==> src/rtl/decoder_scan_seq.sv <==
// rtl/decoder_scan_seq.sv - registered channel scan sequencer driving a 3-to-8 decoder
module decoder_scan_seq #(
    parameter int DWELL_W = 8
) (
    input  logic               clk,
    input  logic               rst,
    input  logic               start,
    input  logic               stop,
    input  logic               mode,
    input  logic [7:0]         mask,
    input  logic [DWELL_W-1:0] dwell,
    output logic [2:0]         x,
    output logic               en,
    output logic               busy,
    output logic               done,
    output logic               wrap
);

    typedef enum logic {
        S_IDLE = 1'b0,
        S_SCAN = 1'b1
    } state_t;

    localparam logic [DWELL_W-1:0] DWELL_ONE  = {{(DWELL_W-1){1'b0}}, 1'b1};
    localparam logic [DWELL_W-1:0] DWELL_ZERO = '0;

    state_t               state_q, state_d;
    logic [2:0]           x_q, x_d;
    logic                 en_q, en_d;
    logic                 busy_q, busy_d;
    logic                 done_q, done_d;
    logic                 wrap_q, wrap_d;
    logic [DWELL_W-1:0]   cnt_q, cnt_d;
    logic [7:0]           mask_q, mask_d;
    logic [DWELL_W-1:0]   dwell_q, dwell_d;
    logic                 mode_q, mode_d;

    logic [DWELL_W-1:0]   dwell_eff;
    logic [2:0]           start_ch;
    logic [2:0]           first_ch;
    logic [2:0]           next_ch;
    logic                 next_found;

    // A dwell of zero is treated as a single cycle so every channel is visible
    assign dwell_eff = (dwell == DWELL_ZERO) ? DWELL_ONE : dwell;

    // Priority pick: lowest set bit of the live mask, lowest of the shadow mask,
    // and lowest shadow bit strictly above the current channel
    always_comb begin
        start_ch   = 3'd0;
        first_ch   = 3'd0;
        next_ch    = 3'd0;
        next_found = 1'b0;
        for (int i = 7; i >= 0; i--) begin
            if (mask[i]) begin
                start_ch = 3'(i);
            end
            if (mask_q[i]) begin
                first_ch = 3'(i);
            end
            if (mask_q[i] && (i > int'(x_q))) begin
                next_ch    = 3'(i);
                next_found = 1'b1;
            end
        end
    end

    // Next-state and registered-output decisions for the IDLE/SCAN machine
    always_comb begin
        state_d = state_q;
        x_d     = x_q;
        en_d    = en_q;
        busy_d  = busy_q;
        done_d  = 1'b0;
        wrap_d  = 1'b0;
        cnt_d   = cnt_q;
        mask_d  = mask_q;
        dwell_d = dwell_q;
        mode_d  = mode_q;
        case (state_q)
            S_IDLE: begin
                x_d    = 3'd0;
                en_d   = 1'b0;
                busy_d = 1'b0;
                if (start && !stop && (mask != 8'd0)) begin
                    state_d = S_SCAN;
                    mask_d  = mask;
                    dwell_d = dwell_eff;
                    mode_d  = mode;
                    cnt_d   = dwell_eff;
                    x_d     = start_ch;
                    en_d    = 1'b1;
                    busy_d  = 1'b1;
                end
            end
            S_SCAN: begin
                if (stop) begin
                    // Abort wins over any end-of-pass or wrap event
                    state_d = S_IDLE;
                    x_d     = 3'd0;
                    en_d    = 1'b0;
                    busy_d  = 1'b0;
                    cnt_d   = DWELL_ZERO;
                end else if (cnt_q <= DWELL_ONE) begin
                    if (next_found) begin
                        x_d   = next_ch;
                        cnt_d = dwell_q;
                    end else if (mode_q) begin
                        x_d    = first_ch;
                        wrap_d = 1'b1;
                        cnt_d  = dwell_q;
                    end else begin
                        state_d = S_IDLE;
                        x_d     = 3'd0;
                        en_d    = 1'b0;
                        busy_d  = 1'b0;
                        done_d  = 1'b1;
                        cnt_d   = DWELL_ZERO;
                    end
                end else begin
                    cnt_d = cnt_q - DWELL_ONE;
                end
            end
            default: begin
                state_d = S_IDLE;
                x_d     = 3'd0;
                en_d    = 1'b0;
                busy_d  = 1'b0;
            end
        endcase
    end

    // State, outputs, dwell counter and shadow registers with async reset
    always_ff @(posedge clk or posedge rst) begin
        if (rst) begin
            state_q <= S_IDLE;
            x_q     <= 3'd0;
            en_q    <= 1'b0;
            busy_q  <= 1'b0;
            done_q  <= 1'b0;
            wrap_q  <= 1'b0;
            cnt_q   <= DWELL_ZERO;
            mask_q  <= 8'd0;
            dwell_q <= DWELL_ZERO;
            mode_q  <= 1'b0;
        end else begin
            state_q <= state_d;
            x_q     <= x_d;
            en_q    <= en_d;
            busy_q  <= busy_d;
            done_q  <= done_d;
            wrap_q  <= wrap_d;
            cnt_q   <= cnt_d;
            mask_q  <= mask_d;
            dwell_q <= dwell_d;
            mode_q  <= mode_d;
        end
    end

    assign x    = x_q;
    assign en   = en_q;
    assign busy = busy_q;
    assign done = done_q;
    assign wrap = wrap_q;

endmodule
==> config.mk <==
export PLATFORM = sky130hd
export DESIGN_NAME = decoder_scan_seq
export DESIGN_NICKNAME = d
export VERILOG_FILES = /design/src/rtl/decoder_scan_seq.sv
export SDC_FILE = /design/constraint.sdc
export NUM_CORES = 1
export LEC_CHECK = 0
export BUFFER_PORTS_ARGS = -buffer_cell sky130_fd_sc_hd__clkbuf_2
export CORE_UTILIZATION = 55
export DETAILED_ROUTE_END_ITERATION = 8
export GPL_TIMING_DRIVEN = 0
export HOLD_SLACK_MARGIN = 0.05
export PLACE_DENSITY_LB_ADDON = 0.25
export SLEW_MARGIN = 20
export SYNTH_ARGS = -nofsm -noshare
export SYNTH_HDL_FRONTEND = slang
export SYNTH_SLANG_ARGS = --single-unit
==> constraint.sdc <==
create_clock -name clk -period 4.04 [get_ports clk]
set_clock_uncertainty 0.15 [all_clocks]
set_input_delay 0.808 -clock clk [delete_from_list [all_inputs] [get_ports clk]]
set_output_delay 0.808 -clock clk [all_outputs]
set_load 0.02 [all_outputs]
Word-level counts from Yosys, hierarchy flattened
Cells that the tools add are included.
{ "word_totals": {"input_bits": 21, "out_inout_bits": 7, "register_bits": 32, "elab_cells": 100} }
{ "op_classes": {"n_lt_le_gt_ge": 8, "n_mux": 63, "addsub": 1, "reduce_logical": 14, "eq_ne": 4, "bitwise_logic": 1} }
{ "op_table": {"columns": ["op", "count"], "rows": [
  ["two-way mux 3 bit", 28],
  ["two-way mux 8 bit", 6],
  ["two-way mux 1 bit", 25],
  ["case mux 8 bit (2 select lines)", 1],
  ["> comparator 3 bit (first input constant)", 4],
  ["logical AND 1 bit", 9],
  ["<= comparator 8 x 1 -> 1 bit (second input constant)", 1],
  ["zero test 8 bit", 1],
  ["nonzero test 8 bit", 1],
  ["subtractor 8 x 1 -> 8 bit (second input constant)", 1],
  ["> comparator 2 x 3 -> 1 bit (first input constant)", 2],
  ["!= test 3 bit (second input constant)", 2],
  ["case mux 3 bit (2 select lines)", 1],
  ["case mux 1 bit (2 select lines)", 2],
  ["> comparator 1 x 3 -> 1 bit (first input constant)", 1],
  ["!= test 3 x 2 -> 1 bit (second input constant)", 1],
  ["AND reduction 3 bit", 1],
  ["!= test 2 bit (second input constant)", 1],
  ["AND reduction 2 bit", 1],
  ["zero test 1 bit", 1],
  ["NOT 1 bit", 1]
]} }

Logic depth before layout (Yosys ltp)
Gate-level depths: netlist (run 1).
{ "logic_depth": {"ltp_word": 13, "mapped_depth": 9} }

Worst setup path after synthesis (run 1)
Ideal clock, no wire load.
{ "synth_timing": {"kind": "in2reg", "from": "in mask[4]", "to": "reg busy_q (netlist: busy)", "arrival_time_ns": 2.119, "setup_time_ns": 0.143, "required_ns": 3.747, "setup_slack_ns": 1.628, "stages": 6, "path_cell_list": "or4_1 o21ai_1 or2_2 buf_2 clkbuf_1 o21ai_0"} }
{ "synth_between": {"elab_chain_len": 4} }
{ "synth_lines": {"columns": ["element", "line", "text"], "rows": [
  ["start, declared", "10", "input logic [7:0] mask,"],
  ["nonzero test 8 bit", "85", "if (start && !stop && (mask != 8'd0)) begin"],
  ["logical AND 1 bit", "85", null],
  ["two-way mux 1 bit", "85", null],
  ["case mux 1 bit (2 select lines)", "80", "case (state_q)"],
  ["end signal, assigned", "150", "busy_q <= busy_d;"],
  ["end, declared", "30", "logic busy_q, busy_d;"]
]} }
Every way passes these cells.
A chain may end at the register's enable or synchronous reset.

Worst setup path in the final report (run 1)
{ "layout_timing": {"from": "in mask[4]", "to": "reg x_q[2] (netlist: x[2])"} }
{ "layout_between": {"elab_chain_len": 7, "elab_cells_between_ends": 9, "classes_between": "7 x mux; 2 x reduce/logical"} }
{ "layout_lines": {"columns": ["element", "line", "text"], "rows": [
  ["two-way mux 3 bit (5 in series)", "55", "if (mask[i]) begin"],
  ["two-way mux 3 bit *", "85", null],
  ["case mux 3 bit (2 select lines) *", "80", null],
  ["end signal, assigned", "137", "x_q <= 3'd0;"],
  ["end signal, assigned", "148", "x_q <= x_d;"],
  ["end, declared", "28", "logic [2:0] x_q, x_d;"]
]} }
Every way passes the cells marked *; elsewhere a longest branch is shown, timed or not.

==> results_dict.tcl, run 1 <==
set metrics [dict create \
    status "completed" \
    cap_viol_max_count 0 \
    gp_congestion 0.952 \
    synth_nets 244 \
    cts_buffers 5 \
    clock_sinks 32 \
    synth-compound-area-share_pct 21.8 \
    ys_types 51 \
    antenna_found_initial 0 \
    whs_endpoint "dwell_q[1]" \
    share_comb_of_total_power_pct 32.0 \
    vias_per_cell 5.75 \
    grt_pass1_wl_mm 7.18 \
    drtIter0Drc 92 \
    p_total_mw 0.942 \
    dieHeight_um 60.8 \
    reg2reg_to "busy" \
    crit_slowest_cell "or4_1" \
    synth_area_leaders "dfrtp_1 42%, nand2_1 9.5%, nor2_1 2.8%" \
    postCtsHoldBufs 0 \
    rsz0062_at_grt "no" \
    grt.total_usage_pct 27.0 \
    fillerInstances 322 \
    die_x_um 60.8 \
    routed_wl_mm 4.41 \
    ys_warn_count 0 \
    power_leakage_nw 1.04 \
    crit_path_end_kind "register" \
    preCtsSetupSlack_ps 1230 \
    yosysTopAreaCell "dfrtp_1" \
    synth_xor_xnor_area_share_pct 2.30 \
    synthAdderAreaFrac_pct 1.31 \
    post_cts_resized 0 \
    synth_top_family_by_area "simple AND/OR/NAND/NOR gates" \
    synth_common_cells "48 x nand2_1, 32 x dfrtp_1, 14 x nor2_1" \
    async_reset_ff_share_pct 100 \
    max_stage_delay_ps 570 \
    num_vias 1738 \
    netSwitchingFraction_pct 38.0 \
    die_area_um2 3700 \
    place.detailed.hpwl_mm 3.32 \
    area_growth_pct 13.1 \
    wl_per_cell_um 14.6 \
    overflow 0 \
    post-cts-setup-buffer-count 0 \
    cts_tree "built" \
    ys_ff_latch 32 \
    syn-cell-area_um2 1900 \
    peakVddDrop_uv 241 \
    r2r_start "x[2]" \
    intPower_mw 0.584 \
    synth_top_area_share_pct 42.0 \
    critPathLaunchType "input port" \
    final_max_slew_viol_count 0 \
    start_util_pct 57.1 \
    grt_pass1_vias 1487 \
    synth_most_common_cell "nand2_1" \
    htreeDepth 2 \
    drtAntennaViolNets 0 \
    core_um2 3340 \
    io_pins 28 \
    final_nets 278 \
    critical_path_class "input port to register" \
    critPathBufInv 3 \
    cts.clk_slew.worst_paths_ps 110 \
    drt-pass1-iter-count 4 \
    grt_max_degree 33 \
    synthCells 221 \
    fmax_ghz 0.411 \
    synth_edf_count 0 \
    fp-row-count 21 \
    synth_mux_area_share_pct 1.58 \
    regArea_um2 801 \
    crit_fanout 10 \
    worstSetupPathDepth 8 \
    stdcell_count 302 \
    critPathArrivalTime_ps 2510 \
    clockPowerShare_pct 19.4 \
    syn_avg_cell_area_um2 8.62 \
    min_period_over_period_pct 60.2 \
    drc 0 \
    holdPathStages 2 \
    drive_above_1_share_pct 19.5 \
    tightest_slew_ps 685 \
    synth.yosys.seq_area_share_pct 42.0 \
    finalHoldViolCount 0 \
    hold_class "register to register" \
    fin_util_pct 64.5 \
    setup-violations-final 0 \
    p_seq_share_pct 48.5 \
    crit_chain "clkbuf_2 > or4_1 > o21ai_1 > buf_2 > nor2_1 > clkbuf_1 > nand4_1 > a31oi_1" \
    cp_top_family "simple AND/OR/NAND/NOR gates" \
    maxSlewHeadroom_pct 54.3 \
    clk_latency_ps 340 \
    dp_cells 294 \
    r2r_slack_ps 1780 \
    synthFlopType "dfrtp_1" \
    required_ps 4120 \
    finalSetupTns_ps 0 \
    yosys.area_share.simple_pct 25.8 \
    layout_min_cycle_time_ps 2430 \
    cts_root_buf "clkbuf_4" \
    cts_max_path_buffers 2 \
    setup_slack_ps 1610 \
    portBuffers 27 \
    power_switching_mw 0.358 \
    multi_input_area_um2 1000 \
    r2r_cells 6 \
    power.density_nw_per_um2 438 \
    hp-start "dwell_q[1]" \
    insertedDiodeCount 0 \
]
-- power groups by stage --
stage          Clock [mW]  Sequential [mW]  Combinational, mW
3_5_place_dp            0            0.462              0.297
4_1_cts             0.187            0.455              0.299
5_1_grt             0.199            0.468              0.336
3_3_place_gp            0            0.459              0.296
6_report            0.183            0.457              0.302
2_1_floorplan           0            0.448              0.224
-- how the worst max path moves through the flow --
| stage | start | endpoint | slack (ps) |
|---|---|---|---|
| 2_1_floorplan | mask[4] | busy | 1630 |
| 3_5_place_dp | mask[4] | busy | 1230 |
| 6_report | mask[4] | x[2] | 1610 |
| 5_1_grt | mask[4] | busy | 1500 |
| 4_1_cts | mask[4] | busy | 1610 |
| 3_3_place_gp | mask[4] | busy | 1240 |
-- placed cells by master, fill, tap and decap left out, drive strengths merged, types with 2 or more instances in the layout --
master and count:
o21a 3, o21bai 5, and3 6, nor3b 2, or3 3, a211oi 5
buf 7, ha 2, mux2i 3, o22ai 4, a31oi 4, clkbuf 35
inv 10, xnor2 2, nand2b 4, or4 4, nor2 15, nand2 49
nor3 4, dfrtp 32, xor2 3, nor2b 4, o31ai 2, a21oi 9
o221ai 2, clkinv 3, o2bb2ai 2, o22a 4, nor4 3, o21ai 10
-- kinds of logic after synthesis --
logic type | Yosys count
flops | 32
fa+ha+maj | 2
buf+inv | 20
mux | 3
simple gates | 100
xor+xnor | 5
compound gates | 59
-- per-stage QoR --
stage,hold slack [ps],instance area [µm²]
2_1_floorplan,287,1900
3_3_place_gp,303,2100
3_5_place_dp,305,2100
4_1_cts,331,2150
5_1_grt,371,2150
6_report,329,2150
-- final cells by class --
cell class	count	area share, %
inverters	10	1.74
repair buffers	27	6.28
well taps	46	2.67
clock inverters	3	0.872
clock buffers	5	1.74
multi-input cells	169	46.7
flip-flops and latches	32	37.2
plain buffers	10	2.85
-- worst min-delay path: stages (launching register included) --
cell and delay (ps):
dfrtp_1 350, nand2_1 50, nand2_1 50
-- state kept, by name, indices dropped and copies added (netlist names), 3 cells and up --
name	cells
dwell_q	8
mask_q	8
cnt_q	8
x	3
-- routing by layer --
| layer | share of wire, % | global-route usage [%] |
|---|---|---|
| met1 | 52 | 42.0 |
| met4 | 1.4 | 8.77 |
| met3 | 5.4 | 5.76 |
| met2 | 41 | 36.9 |
| met5 | 0 | 0 |
Power figures use the tool's default switching activity.
==> inputs of run 2 (changes only) <==
Clock period 4.04 ns to 2.3 ns, I/O delays scaled along.
==> run 2 against run 1 <==
- final area up 1.0%
- setup slack worse by 1600 ps
- hold slack worse by 290 ps
- combinational power increased by 80%
- sequential share of layout area down 0.38 points
- sequential cell count unchanged
- global-route usage unchanged
- sequential power rose by 76%
- routed wire length grew 2.0%
- die area unchanged
- first-iteration DRC count grew 35%
- critical path type is now register to register
- highest routed layer unchanged
==> results_dict.tcl, run 2 (synthesis results as in run 1) <==
set metrics [dict create \
    place_area_um2 2100 \
    critical_path_class "register to register" \
    cts_root_buf "clkbuf_4" \
    crit_path_end "cnt_q[6]" \
    final_max_slew_viol_count 0 \
    postCtsHoldBufs 0 \
    maxSlewHeadroom_pct 55.0 \
    routed_wl_mm 4.50 \
    htreeDepth 2 \
    reg_top3 "cnt_q: 8 flops, dwell_q: 8 flops, mask_q: 8 flops" \
    die_area_um2 3700 \
    rsz0062_at_grt "no" \
    io_pins 28 \
    min_period_over_period_pct 97.6 \
    drt-pass1-iter-count 4 \
    drtIter0Drc 124 \
    power.density_nw_per_um2 768 \
    critPathLaunch "cnt_q[5]" \
    drtAntennaViolNets 0 \
    peakVddDrop_uv 424 \
    grt_pass1_wl_mm 7.18 \
    drive_above_1_share_pct 20.7 \
    wl_met3_um 217 \
    critPathBufInv 2 \
    hold_class "input port to asynchronous set/reset pin" \
    portBuffers 27 \
    r2r_start "cnt_q[5]" \
    required_ps 2390 \
    layout_min_cycle_time_ps 2240 \
    die_x_um 60.8 \
    antenna_found_initial 0 \
    max_stage_delay_ps 560 \
    fp-row-count 21 \
    final_common_cell "nand2_1" \
    fin_area_um2 2180 \
    cts_max_path_buffers 2 \
    dr_wl_met2_mm 1.93 \
    critPathLaunchType "register" \
    cts.clk_slew.worst_paths_ps 100 \
    place.detailed.hpwl_mm 3.32 \
    drc 0 \
    grt_max_degree 33 \
    maxUsedRoutingLayer "met4" \
    num_vias 1766 \
    final_nets 278 \
    gp_congestion 0.952 \
    clk_latency_ps 340 \
    fmax_ghz 0.446 \
    cts_tree "built" \
    crit_slowest_cell "or4_4" \
    cts_buffers 5 \
    finalSetupTns_ps 0 \
    area_growth_pct 14.3 \
    r2r_slack_ps 60 \
    status "completed" \
    overflow 0 \
    dp_cells 294 \
    setup_slack_ps 55.5 \
    wl_met1_mm 2.29 \
    critPathArrivalTime_ps 2330 \
    post_cts_resized 0 \
    start_util_pct 57.1 \
    worstSetupPathDepth 7 \
    finalHoldViolCount 0 \
    clock_sinks 32 \
    insertedDiodeCount 0 \
    stdcell_count 302 \
    cp_top_family "simple AND/OR/NAND/NOR gates" \
    wl_per_cell_um 14.9 \
    path_common_cell "buf_6" \
    power_leakage_nw 1.05 \
    grt_pass1_vias 1487 \
    cap_viol_max_count 0 \
    post-cts-setup-buffer-count 0 \
    tightest_slew_ps 674 \
    r2r_cells 7 \
    vias_per_cell 5.85 \
    crit_path_end_kind "register" \
    preCtsSetupSlack_ps -158 \
    reg2reg_to "cnt_q[6]" \
    core_um2 3340 \
    final_cell_mix "48 x nand2_1, 32 x dfrtp_1, 27 x clkbuf_2" \
    crit_fanout 10 \
    grt.total_usage_pct 27.0 \
    setup-violations-final 0 \
    dieHeight_um 60.8 \
    crit_chain "or4_4 > or3_4 > buf_6 > nand2_4 > buf_6 > o22ai_1 > o22a_1" \
]
run 2: stage by stage:
stage | util (%) | power (mW) | hold WS, ps
floorplan | - | 1.18 | 287
CTS | 64.5 | 1.65 | 54.7
finish | 65.2 | 1.67 | 41.8
global placement | 62.8 | 1.33 | 303
detailed placement | 62.8 | 1.33 | 305
global route | 65.2 | 1.78 | 97.1
run 2: where the power goes:
part	switching (mW)	leakage, nW	total, mW	internal [mW]
logic	0.303	0.611	0.545	0.243
clock network	0.204	0.0349	0.321	0.117
registers	0.133	0.402	0.805	0.671
total	0.640	1.05	1.67	1.03
run 2: worst min path at each step:
stage               startpoint    endpoint  slack [ps]
detailed placement  dwell_q[1]  dwell_q[1]         300
floorplan           dwell_q[1]  dwell_q[1]         290
global placement    dwell_q[1]  dwell_q[1]         300
global route               rst    cnt_q[7]         100
CTS                        rst    cnt_q[7]          50
finish                     rst   mask_q[7]          40
run 2: layer usage:
layer | up-vias | global-route usage [%]
met3 | 6 | 5.76
met4 | 0 | 8.77
met2 | 56 | 36.9
met1 | 843 | 42.0
li1 | 861 | -
met5 | - | 0
run 2: final cells by class:
class | count | area, µm²
Inverter | 10 | 37.5
Multi-Input combinational cell | 169 | 1030
Fill cell | 319 | 1160
Clock buffer | 5 | 37.5
Tap cell | 46 | 57.6
Sequential cell | 32 | 801
Buffer | 10 | 61.3
Timing Repair Buffer | 27 | 135
Clock inverter | 3 | 18.8
==> inputs of run 3 (changes only) <==
--- a/config.mk
+++ b/config.mk
@@ -7,5 +7,6 @@
 export LEC_CHECK = 0
 export BUFFER_PORTS_ARGS = -buffer_cell sky130_fd_sc_hd__clkbuf_2
-export CORE_UTILIZATION = 55
+export CORE_UTILIZATION = 26
+export CTS_CLUSTER_SIZE = 12
 export DETAILED_ROUTE_END_ITERATION = 8
 export GPL_TIMING_DRIVEN = 0
--- a/constraint.sdc
+++ b/constraint.sdc
@@ -3,3 +3,3 @@
 set_input_delay 0.46 -clock clk [delete_from_list [all_inputs] [get_ports clk]]
 set_output_delay 0.46 -clock clk [all_outputs]
-set_load 0.02 [all_outputs]
+set_load 0.1 [all_outputs]
==> run 3 against run 2 <==
- final area is 4.3% higher
- sequential share of layout area fell by 1.2 points
- critical path depth fell by 1
- highest routed layer unchanged
==> results_dict.tcl, run 3 (synthesis results as in run 1) <==
set metrics [dict create \
    antenna_found_initial 0 \
    critPathLaunch "cnt_q[4]" \
    stdcell_count 351 \
    fp-row-count 30 \
    power_leakage_nw 1.06 \
    fin_util_pct 32.7 \
    place_area_um2 2170 \
    r2r_cells 6 \
    crit_chain "or4_4 > or3_1 > buf_6 > nand2_4 > o22ai_1 > o22a_1" \
    drt-pass1-iter-count 5 \
    required_ps 2330 \
    final_cell_mix "48 x nand2_1, 28 x clkbuf_2, 28 x dfrtp_1" \
    critPathArrivalTime_ps 2220 \
    finalHoldViolCount 0 \
    status "completed" \
    layout_min_cycle_time_ps 2200 \
    core_um2 6940 \
    tightest_slew_ps 699 \
    vias_per_cell 4.87 \
    cap_viol_max_count 0 \
    cp_top_family "simple AND/OR/NAND/NOR gates" \
    rsz0062_at_grt "no" \
    crit_slowest_cell "or4_4" \
    gp_congestion 0.923 \
    clk_latency_ps 290 \
    hold_class "input port to asynchronous set/reset pin" \
    fin_area_um2 2270 \
    clock_sinks 32 \
    start_util_pct 27.4 \
    setup_slack_ps 104 \
    critPathBufInv 1 \
    place.detailed.hpwl_mm 3.79 \
    cts_root_buf "clkbuf_8" \
    reg_top3 "cnt_q: 8 flops, dwell_q: 8 flops, mask_q: 8 flops" \
    die_x_um 87.6 \
    setup-violations-final 0 \
    grt_pass1_vias 1713 \
    critPathLaunchType "register" \
    hold_slack_ps 110 \
    crit_fanout 11 \
    portBuffers 27 \
    final_nets 277 \
    fmax_ghz 0.455 \
    grt_pass1_wl_mm 8.65 \
    r2r_slack_ps 100 \
    io_pins 28 \
    cts_tree "built" \
    cts_max_path_buffers 2 \
    critical_path_class "register to register" \
    maxSlewHeadroom_pct 53.3 \
    grt_max_degree 33 \
    cts_buffers 5 \
    htreeDepth 2 \
    drtIter0Drc 138 \
    area_growth_pct 19.2 \
    max_stage_delay_ps 550 \
    reg2reg_to "cnt_q[0]" \
    power.density_nw_per_um2 837 \
    routed_wl_mm 5.09 \
    dp_cells 344 \
    grt.total_usage_pct 15.0 \
    crit_path_end_kind "register" \
    drtAntennaViolNets 0 \
    r2r_start "cnt_q[4]" \
    postCtsHoldBufs 0 \
    cts.clk_slew.worst_paths_ps 70 \
    dieHeight_um 87.6 \
    preCtsSetupSlack_ps -242 \
    num_vias 1708 \
    finalSetupTns_ps 0 \
    overflow 0 \
    die_area_um2 7670 \
    drc 0 \
    p_total_mw 1.90 \
    peakVddDrop_uv 310 \
    final_common_cell "nand2_1" \
    drive_above_1_share_pct 22.0 \
    final_max_slew_viol_count 0 \
    min_period_over_period_pct 95.5 \
    insertedDiodeCount 0 \
    wl_per_cell_um 14.5 \
]
==> run 3: changes by cell type in the layout (fill, tap and decap cells not counted), moves of 2 or more <==
cell / delta
clkbuf_8: +6
clkbuf_4: -4
dfrtp_1: -4
dfrtp_2: +3
buf_2: -2
buf_4: +2
clkbuf_1: -2
==> run 3: layout make-up <==
type	count	area, µm²
plain buffers	8	52.6
clock buffers	6	82.6
clock inverters	2	10.0
fillers	747	4670
inverters	10	37.5
multi-input cells	169	1020
flip-flops and latches	32	808
well taps	96	120
repair buffers	28	143
==> run 3: how the worst max path moves through the flow <==
stage | cells after the start | endpoint | slack (ps)
5_1_grt | 6 | cnt_q[0] | 30
6_report | 6 | cnt_q[0] | 100
4_1_cts | 6 | busy | 50
3_3_place_gp | 7 | busy | -230
2_1_floorplan | 6 | cnt_q[0] | 20
3_5_place_dp | 7 | busy | -240
==> run 3: timing repair <==
| action | in CTS | in global routing |
|---|---|---|
| setup buffers | 0 | 1 |
| setup endpoints to repair | 1 | 17 |
| gates resized for setup | 1 | 5 |
| pin swaps | 0 | 1 |
==> run 3: routing by layer <==
| layer | GRT usage, % | wire (µm) | vias to the layer above |
|---|---|---|---|
| li1 | - | - | 852 |
| met3 | 2.83 | 180 | 8 |
| met2 | 24.8 | 2400 | 37 |
| met1 | 19.0 | 2410 | 811 |
| met5 | 0 | 0 | - |
| met4 | 6.56 | 103 | 0 |
==> run 3: where the power goes <==
part / switching [mW] / internal, mW / leakage (nW)
clock: 0.219 / 0.239 / 0.0510
sequential: 0.127 / 0.677 / 0.397
combinational: 0.390 / 0.247 / 0.611
total: 0.736 / 1.16 / 1.06
